File: src/rtl/vga_console_writer.sv
// Terminal-style writer for the VGA console text buffer: keeps a cursor, interprets
// CR/LF/BS, wraps at end of line, scrolls at the bottom and shares the write port with the host.
module vga_console_writer #(
    parameter int         NUM_ROWS   = 3,
    parameter int         NUM_COLS   = 10,
    parameter int         ADDR_W     = 5,
    parameter logic [6:0] BLANK_CHAR = 7'h20
) (
    input  logic              clk,
    input  logic              rst_n,
    input  logic              char_valid,
    input  logic [6:0]        char_data,
    output logic              char_ready,
    input  logic              clear,
    input  logic              host_wr_en,
    input  logic [ADDR_W-1:0] host_wr_addr,
    input  logic [6:0]        host_wr_data,
    output logic              buf_wr_en,
    output logic [ADDR_W-1:0] buf_wr_addr,
    output logic [6:0]        buf_wr_data,
    output logic [ADDR_W-1:0] buf_rd_addr,
    input  logic [6:0]        buf_rd_data,
    output logic [1:0]        cursor_row,
    output logic [3:0]        cursor_col,
    output logic              busy
);

    typedef enum logic [1:0] {
        ST_IDLE        = 2'd0,
        ST_SCROLL_COPY = 2'd1,
        ST_SCROLL_FILL = 2'd2,
        ST_CLEAR       = 2'd3
    } state_t;

    localparam logic [ADDR_W-1:0] COLS_A     = ADDR_W'(NUM_COLS);
    localparam logic [ADDR_W-1:0] COPY_LAST  = ADDR_W'((NUM_ROWS - 1) * NUM_COLS - 1);
    localparam logic [ADDR_W-1:0] FILL_FIRST = ADDR_W'((NUM_ROWS - 1) * NUM_COLS);
    localparam logic [ADDR_W-1:0] LAST_CELL  = ADDR_W'(NUM_ROWS * NUM_COLS - 1);
    localparam logic [3:0]        LAST_COL   = 4'(NUM_COLS - 1);
    localparam logic [1:0]        LAST_ROW   = 2'(NUM_ROWS - 1);

    localparam logic [6:0] CH_BS = 7'h08;
    localparam logic [6:0] CH_LF = 7'h0A;
    localparam logic [6:0] CH_CR = 7'h0D;

    state_t              state, state_nxt;
    logic [ADDR_W-1:0]   idx, idx_nxt;
    logic [1:0]          row_nxt;
    logic [3:0]          col_nxt;
    logic                eng_wr_en;
    logic [ADDR_W-1:0]   eng_wr_addr;
    logic [6:0]          eng_wr_data;
    logic                line_feed;
    logic                accept;
    logic                printable;
    logic                advance;
    logic [ADDR_W-1:0]   cur_addr;

    // Stream handshake: a character moves on a cycle where char_valid and char_ready
    // are both high; char_ready is purely combinational and there is no skid buffer.
    assign char_ready = rst_n & (state == ST_IDLE) & ~host_wr_en & ~clear;
    assign accept     = char_valid & char_ready;
    assign printable  = (char_data >= 7'h20) && (char_data <= 7'h7E);
    assign advance    = ~host_wr_en;
    assign cur_addr   = ADDR_W'(int'(cursor_row) * NUM_COLS + int'(cursor_col));
    assign busy       = rst_n & (state != ST_IDLE);

    always_comb begin
        state_nxt   = state;
        idx_nxt     = idx;
        row_nxt     = cursor_row;
        col_nxt     = cursor_col;
        eng_wr_en   = 1'b0;
        eng_wr_addr = '0;
        eng_wr_data = '0;
        line_feed   = 1'b0;
        case (state)
            ST_IDLE: begin
                if (accept) begin
                    if (printable) begin
                        eng_wr_en   = 1'b1;
                        eng_wr_addr = cur_addr;
                        eng_wr_data = char_data;
                        if (cursor_col < LAST_COL) begin
                            col_nxt = cursor_col + 4'd1;
                        end else begin
                            line_feed = 1'b1;
                        end
                    end else if (char_data == CH_LF) begin
                        line_feed = 1'b1;
                    end else if (char_data == CH_CR) begin
                        col_nxt = '0;
                    end else if (char_data == CH_BS) begin
                        if (cursor_col != 4'd0) begin
                            col_nxt = cursor_col - 4'd1;
                        end
                    end
                    // Running off the bottom row keeps the cursor there and shifts the text up.
                    if (line_feed) begin
                        col_nxt = '0;
                        if (cursor_row == LAST_ROW) begin
                            state_nxt = ST_SCROLL_COPY;
                            idx_nxt   = '0;
                        end else begin
                            row_nxt = cursor_row + 2'd1;
                        end
                    end
                end
            end
            ST_SCROLL_COPY: begin
                eng_wr_en   = 1'b1;
                eng_wr_addr = idx;
                eng_wr_data = buf_rd_data;
                if (advance) begin
                    if (idx == COPY_LAST) begin
                        state_nxt = ST_SCROLL_FILL;
                        idx_nxt   = FILL_FIRST;
                    end else begin
                        idx_nxt = idx + 1'b1;
                    end
                end
            end
            ST_SCROLL_FILL, ST_CLEAR: begin
                eng_wr_en   = 1'b1;
                eng_wr_addr = idx;
                eng_wr_data = BLANK_CHAR;
                if (advance) begin
                    if (idx == LAST_CELL) begin
                        state_nxt = ST_IDLE;
                        idx_nxt   = '0;
                    end else begin
                        idx_nxt = idx + 1'b1;
                    end
                end
            end
            default: begin
                state_nxt = ST_IDLE;
                idx_nxt   = '0;
            end
        endcase
        // Clear overrides everything, including a scroll in progress or a running clear.
        if (clear) begin
            state_nxt = ST_CLEAR;
            idx_nxt   = '0;
            row_nxt   = '0;
            col_nxt   = '0;
        end
    end

    always_ff @(posedge clk) begin
        if (!rst_n) begin
            state      <= ST_IDLE;
            idx        <= '0;
            cursor_row <= '0;
            cursor_col <= '0;
        end else begin
            state      <= state_nxt;
            idx        <= idx_nxt;
            cursor_row <= row_nxt;
            cursor_col <= col_nxt;
        end
    end

    always_comb begin
        buf_wr_en   = 1'b0;
        buf_wr_addr = '0;
        buf_wr_data = '0;
        buf_rd_addr = '0;
        if (rst_n) begin
            if (host_wr_en) begin
                buf_wr_en   = 1'b1;
                buf_wr_addr = host_wr_addr;
                buf_wr_data = host_wr_data;
            end else begin
                buf_wr_en   = eng_wr_en;
                buf_wr_addr = eng_wr_addr;
                buf_wr_data = eng_wr_data;
            end
            if (state == ST_SCROLL_COPY) begin
                buf_rd_addr = idx + COLS_A;
            end
        end
    end

endmodule

File: config.mk
export PLATFORM = sky130hd
export DESIGN_NAME = vga_console_writer
export DESIGN_NICKNAME = d
export VERILOG_FILES = /design/src/rtl/vga_console_writer.sv
export SDC_FILE = /design/constraint.sdc
export NUM_CORES = 1
export LEC_CHECK = 0
export CORE_UTILIZATION = 40
export CTS_BUF_LIST = sky130_fd_sc_hd__clkbuf_8
export DETAILED_ROUTE_END_ITERATION = 16
export GPL_TIMING_DRIVEN = 0
export HOLD_SLACK_MARGIN = 0.1
export PLACE_DENSITY = 0.79
export SLEW_MARGIN = 20
export SYNTH_ARGS = -nofsm -noshare
export SYNTH_HDL_FRONTEND = slang
export SYNTH_SLANG_ARGS = --single-unit
File: constraint.sdc
create_clock -name clk -period 2.19 [get_ports clk]
set_clock_uncertainty 0.2 [all_clocks]
set_input_delay 0.219 -clock clk [delete_from_list [all_inputs] [get_ports clk]]
set_output_delay 0.219 -clock clk [all_outputs]
set_load 0.1 [all_outputs]
# After elaboration in Yosys (flattened, before gate mapping)

Cells that the tools add are included.
Widths: inputs -> output; s select.

Add/subtract/negate cells: 6
Multiply operators: 1
Magnitude comparators: 3
Equal/unequal tests: 23
Mux-type cells: 46
Bitwise logic cells: 9
Reduce and logical (&&, ||, !) cells: 13

Operators by type and width:

| cell                | count |
|---|---|
| $mux 5              | 13 |
| $mux 4              | 7 |
| $mux 7              | 4 |
| $eq 7x4->1 const B  | 3 |
| $pmux 7 s3          | 1 |
| $mux 2              | 8 |
| $ne 3x3->1 const B  | 5 |
| $pmux 5 s3          | 1 |
| $reduce_bool 4->1   | 3 |
| $eq 5x5->1 const B  | 2 |
| $pmux 5 s2          | 1 |
| $mux 1              | 9 |
| $ne 3x2->1 const B  | 3 |
| $ge 7x6->1 const B  | 1 |
| $le 7x7->1 const B  | 1 |
| $reduce_and 7->1    | 1 |
| $eq 2x2->1 const B  | 3 |
| $ne 2x2->1 const B  | 3 |
| $pmux 2 s3          | 1 |
| $reduce_and 6->1    | 1 |
| $add 5x1->5 const B | 1 |
| $add 5x4->5         | 1 |
| $add 5x4->5 const B | 1 |
| $and 1x1->1         | 5 |
| 17 further kinds    | 22 |

Register bits: 13
Bits of input ports: 31
Output and inout bits: 26
Logic and storage cells: 105

# Longest topological paths before layout

Depth in word-level cells: 11
Depth in mapped cells: 8
Depth with buffers taken out: 8

# Worst setup path before layout

No wires, ideal clock.

Path type: register -> output
Start: reg state[0]
End: out buf_wr_data[5]
Arrival: 5.009 ns
Data required time: 1.771 ns
Path slack: -3.238 ns
Stages on the path, launching flop included: 8
Path buffers: 1
Path through: dfxtp_1 or2_1 buf_6 nor3_4 nand2_1 nor2_1 o31a_1 a21boi_0

Longest elaborated chain between the ends: 9
Elaborated cells between the ends (all ways): 13
Those cells by class: 3 x eq/ne; 4 x mux; 4 x bitwise; 2 x reduce/logical

Ends and longest elaborated chain:

| item                     | line | source |
|---|---|---|
| start, declared          | 46   | `state_t state, state_nxt;` |
| start signal, assigned   | 157  | `state <= state_nxt;` |
| $logic_not 2->1          | 61   | `assign char_ready = rst_n & (state == ST_IDLE) & ~host_wr_en & ~clear;` |
| $and 1x1->1 (3 in a row) | 61   |  |
| via char_ready           | 13   | `output logic char_ready,` |
| $and 1x1->1              | 62   | `assign accept = char_valid & char_ready;` |
| $mux 7                   | 79   | `if (accept) begin` |
| $pmux 7 s3               | 77   | `case (state)` |
| $mux 7                   | 170  | `if (host_wr_en) begin` |
| $mux 7                   | 169  | `if (rst_n) begin` |
| end, declared            | 20   | `output logic [6:0] buf_wr_data,` |

The timed path passes the listed nets, and every way through them passes these cells.

# Worst setup path after layout

Start: reg state[0]
End: out buf_wr_addr[3]

Longest elaborated chain between the ends: 9
Elaborated cells between the ends (all ways): 13
Those cells by class: 3 x eq/ne; 4 x mux; 4 x bitwise; 2 x reduce/logical

Ends and longest elaborated chain:

| item                     | line   | source |
|---|---|---|
| $logic_not 2->1          | 61, 77 |  |
| $and 1x1->1 (3 in a row) | 61     |  |
| $and 1x1->1              | 62     |  |
| $mux 5                   | 79     |  |
| $pmux 5 s2 *             | 77     |  |
| $mux 5 *                 | 170    |  |
| $mux 5 *                 | 169    |  |
| end, declared            | 19     | `output logic [ADDR_W-1:0] buf_wr_addr,` |

Every way passes the cells marked *; elsewhere a longest branch is shown, timed or not.

==> impl_results.md <==
* Outcome: complete, but fails checks
* Failing checks: negative setup slack
* Antenna violations before repair at 0
* Crit. path cell count at 8
* CP max FO at 5
* Max-slew headroom at 34.89%
* Min Tclk post-route at 2.453 ns
* Chip width at 60.34 um
* Largest family of logic cells by synthesized area: compound AO/OA/AOI/OAI gates
* Mean Syn Cell Area at 7.439 um2
* Compound-Gate Fraction of Synth Area at 34.65%
* Synth Cell Area at 1361 um2
* Fin. max-slew vios at 0
* Via/cell ratio at 6.467
* Setup ws final at -0.2625 ns
* Family with the most delay on the worst path: simple AND/OR/NAND/NOR gates
* First-pass GRT wire length at 8.590 mm
* Io pins at 57
* Largest cells by area after synthesis: dfxtp_1, ha_1, a221oi_1, nor2_1, o21ai_0
* Later-pin clock latency in the skew report at 0.25 ns
* Hold Slack at 0.2473 ns
* Cells after Synth at 183
* Final cell count without fillers at 306
* GRT overflow at 0
* Mux cell area share after synthesis at 0.8272%
* CTS sink cnt at 13
* Synth Area in Simple Gates at 27.11%
* CTS tree: done
* Hold path cells at 2
* Kind of critical path: reg2out
* CP Data Arrival Time at 2.03 ns
* Register area share after synthesis at 19.12%
* Layout cell share with drive strength beyond 1 at 41.22%
* Final-report setup violation count at 14
* Hold Buf Count CTS at 0
* Slowest Stage Delay on Critical Path at 0.33 ns
* DRC viols at 0
* Die area at 3640 um2
* PwrDens at 366.3 nW/um2
* R2r worst-path depth at 9
* Sequential cell area at 279.0 um2
* Area share of xor/xnor cells in the synthesized design at 3.217%
* Layout Nets at 304
* Placement Rows at 20
* Max Clock Freq at 0.4077 GHz
* Distinct cells, synth at 50
* CTS H-tree lvls at 1
* Area share of the largest cell type after synthesis at 19.12%
* Multi-input logic area at 1421 um2
* Core area at 3128 um2
* GRT Util Overall at 31.63%
* Area growth syn-to-layout at 99.17%
* Cell accounting for the most synthesized area: dfxtp_1
* Root Buffer: clkbuf_8
* Fill cell count at 153
* Maximum number of pins on one net before global-route repair at 11
* # port buffers at 54
* Post-synthesis adder-cell area fraction at 9.743%
* Syn. warnings at 0
* First-pass DRT Iterations at 7
* CTS Buf Count at 3
* Crit-path cells: or2_4, nor3_4, nand2_2, nor2_4, buf_6, a221oi_4, nor2_4, buf_12
* Max Cap Viol at 0
* CP max stage cell: dfxtp_2
* Starting density of the core at 43.52%
* Height of the die at 60.34 um
* Drt first-iter violations at 188
* CP endpoint kind: output pin
* Clock transition at path regs at 0.07 ns
* Buffers and inverters on the worst path at 2
* Seq cells post-synth at 13
* Asr flop ratio synth at 0%
* Worst setup SP type: flop
* Post-route ant nets at 0
* Worst Tran Pin Value at 0.9750 ns
* Vias in the first global route at 1798
* Final HPWL DP at 3.210 mm
* EDFF count, synth at 0
* WL final at 6.661 mm
* DR WL/cell at 21.77 um
* Via count at 1979
* Final period util at 112.0%
* Max Buffers Root-to-Sink at 2
* Mapped Nets at 224
* Worst path most repeated cell: nor2_4
* P_leak at 1.065 nW
* Peak VDD IR at 373.3 uV
* ANT cells at 0
* GPL Wtd Cong at 0.8508
* Crit path required time at 1.77 ns
* Cells after DPL at 281
* Worst hold-check path type: in2reg
* Final Hold Vio Count at 0
* RSZ-0062 raised after global routing: yes
* Post-synth top flop: dfxtp_1
cells in the final DEF (no fill, tap or decap), drive strengths merged, types with 2 or more instances in the layout:
cell | Yosys | layout
a211oi | 2 | 2
a21boi | 2 | 2
a21oi | 14 | 14
a221oi | 12 | 12
a31oi | 3 | 3
and3 | 4 | 4
buf | 3 | 44
clkbuf | 8 | 10
clkdlybuf4s50 | 0 | 20
dfxtp | 13 | 13
dlygate4sd2 | 0 | 12
dlymetal6s2s | 0 | 2
ha | 9 | 9
inv | 6 | 7
nand2 | 14 | 14
nand2b | 8 | 8
nand3 | 3 | 3
nand4 | 2 | 2
nand4b | 2 | 2
nor2 | 24 | 24
nor3 | 5 | 5
o211ai | 2 | 2
o21ai | 17 | 17
o31a | 2 | 2
o31ai | 2 | 2
or3 | 2 | 2
xnor2 | 3 | 3
xor2 | 2 | 2
layer usage:
layer | wire length (um) | part of all wire [%] | track usage (%)
met5 | 0 | 0 | 0
met4 | 269 | 4.0 | 9.967
met3 | 499 | 7.5 | 5.117
met2 | 3224 | 48 | 54.00
met1 | 2667 | 40 | 40.57
flip-flops by register name (all words and copies together) (netlist names):
name        cells
idx             5
cursor_row      2
cursor_col      4
state           2
worst register-to-register path: stages, from the launching register on:
cell	delay, ns
dfxtp_2	0.33
or2_4	0.26
nor3_4	0.24
buf_4	0.16
buf_6	0.09
nand3_4	0.07
a2bb2oi_4	0.19
buf_6	0.14
or3_4	0.36
a21oi_2	0.12
metrics by stage:
stage / worst slack, ns / TNS [ns] / power, mW / area, um2 / utilization (%)
floorplan: -1.102 / -16.72 / 0.5220 / 1483 / -
global placement: -1.292 / -23.02 / 0.6381 / 2078 / 66.44
detailed placement: -1.311 / -23.24 / 0.6398 / 2078 / 66.44
CTS: -0.2020 / -2.191 / 0.9514 / 2619 / 83.72
global route: -0.2898 / -3.172 / 1.019 / 2711 / 86.68
finish: -0.2625 / -2.658 / 0.9932 / 2711 / 86.68
power by group:
group          switching, mW  internal, mW
sequential           0.00451         0.236
clock                 0.0998         0.124
combinational          0.327         0.201
kinds of logic after synthesis:
logic type	after synthesis
muxes	1
DFF	13
AOI/OAI and AO/OA	66
adders and majority gates	10
buffers and inverters	17
and+or+nand+nor	71
xor gates and xnor gates	5
cell usage after synthesis, drive strengths merged (2+ instances only):
master	n
nand4b	2
o31ai	2
inv	6
xor2	2
o31a	2
clkbuf	8
nand4	2
ha	9
a211oi	2
or3	2
nor3	5
dfxtp	13
nand2	14
o211ai	2
a21oi	14
xnor2	3
a21boi	2
a221oi	12
o21ai	17
and3	4
nand3	3
nand2b	8
buf	3
a31oi	3
nor2	24
worst paths after layout:
| path | startpoint | endpoint | slack [ns] |
|---|---|---|---|
| max | state[0] | buf_wr_addr[3] | -0.26 |
| max reg2reg | state[0] | idx[1] | -0.03 |
| min reg2reg | cursor_row[1] | cursor_row[1] | 0.34 |
| min | clear | state[0] | 0.25 |
what timing repair did:
action,in CTS,in global routing
pin swaps,10,14
buffers inserted,19,9
setup endpoints to repair,34,27
gates cloned,1,0
resized for setup,210,33
area by class of cell:
class                   instances  share of cell area (%)
repair buffers                 78                   31.33
plain buffers                   8                   1.431
clock inverters                 1                  0.1384
flip-flops and latches         13                   10.29
multi-input cells             153                   52.42
well taps                      44                   2.030
clock buffers                   3                   1.523
inverters                       6                  0.8306
Note: power is estimated with default switching activity, not from simulation.
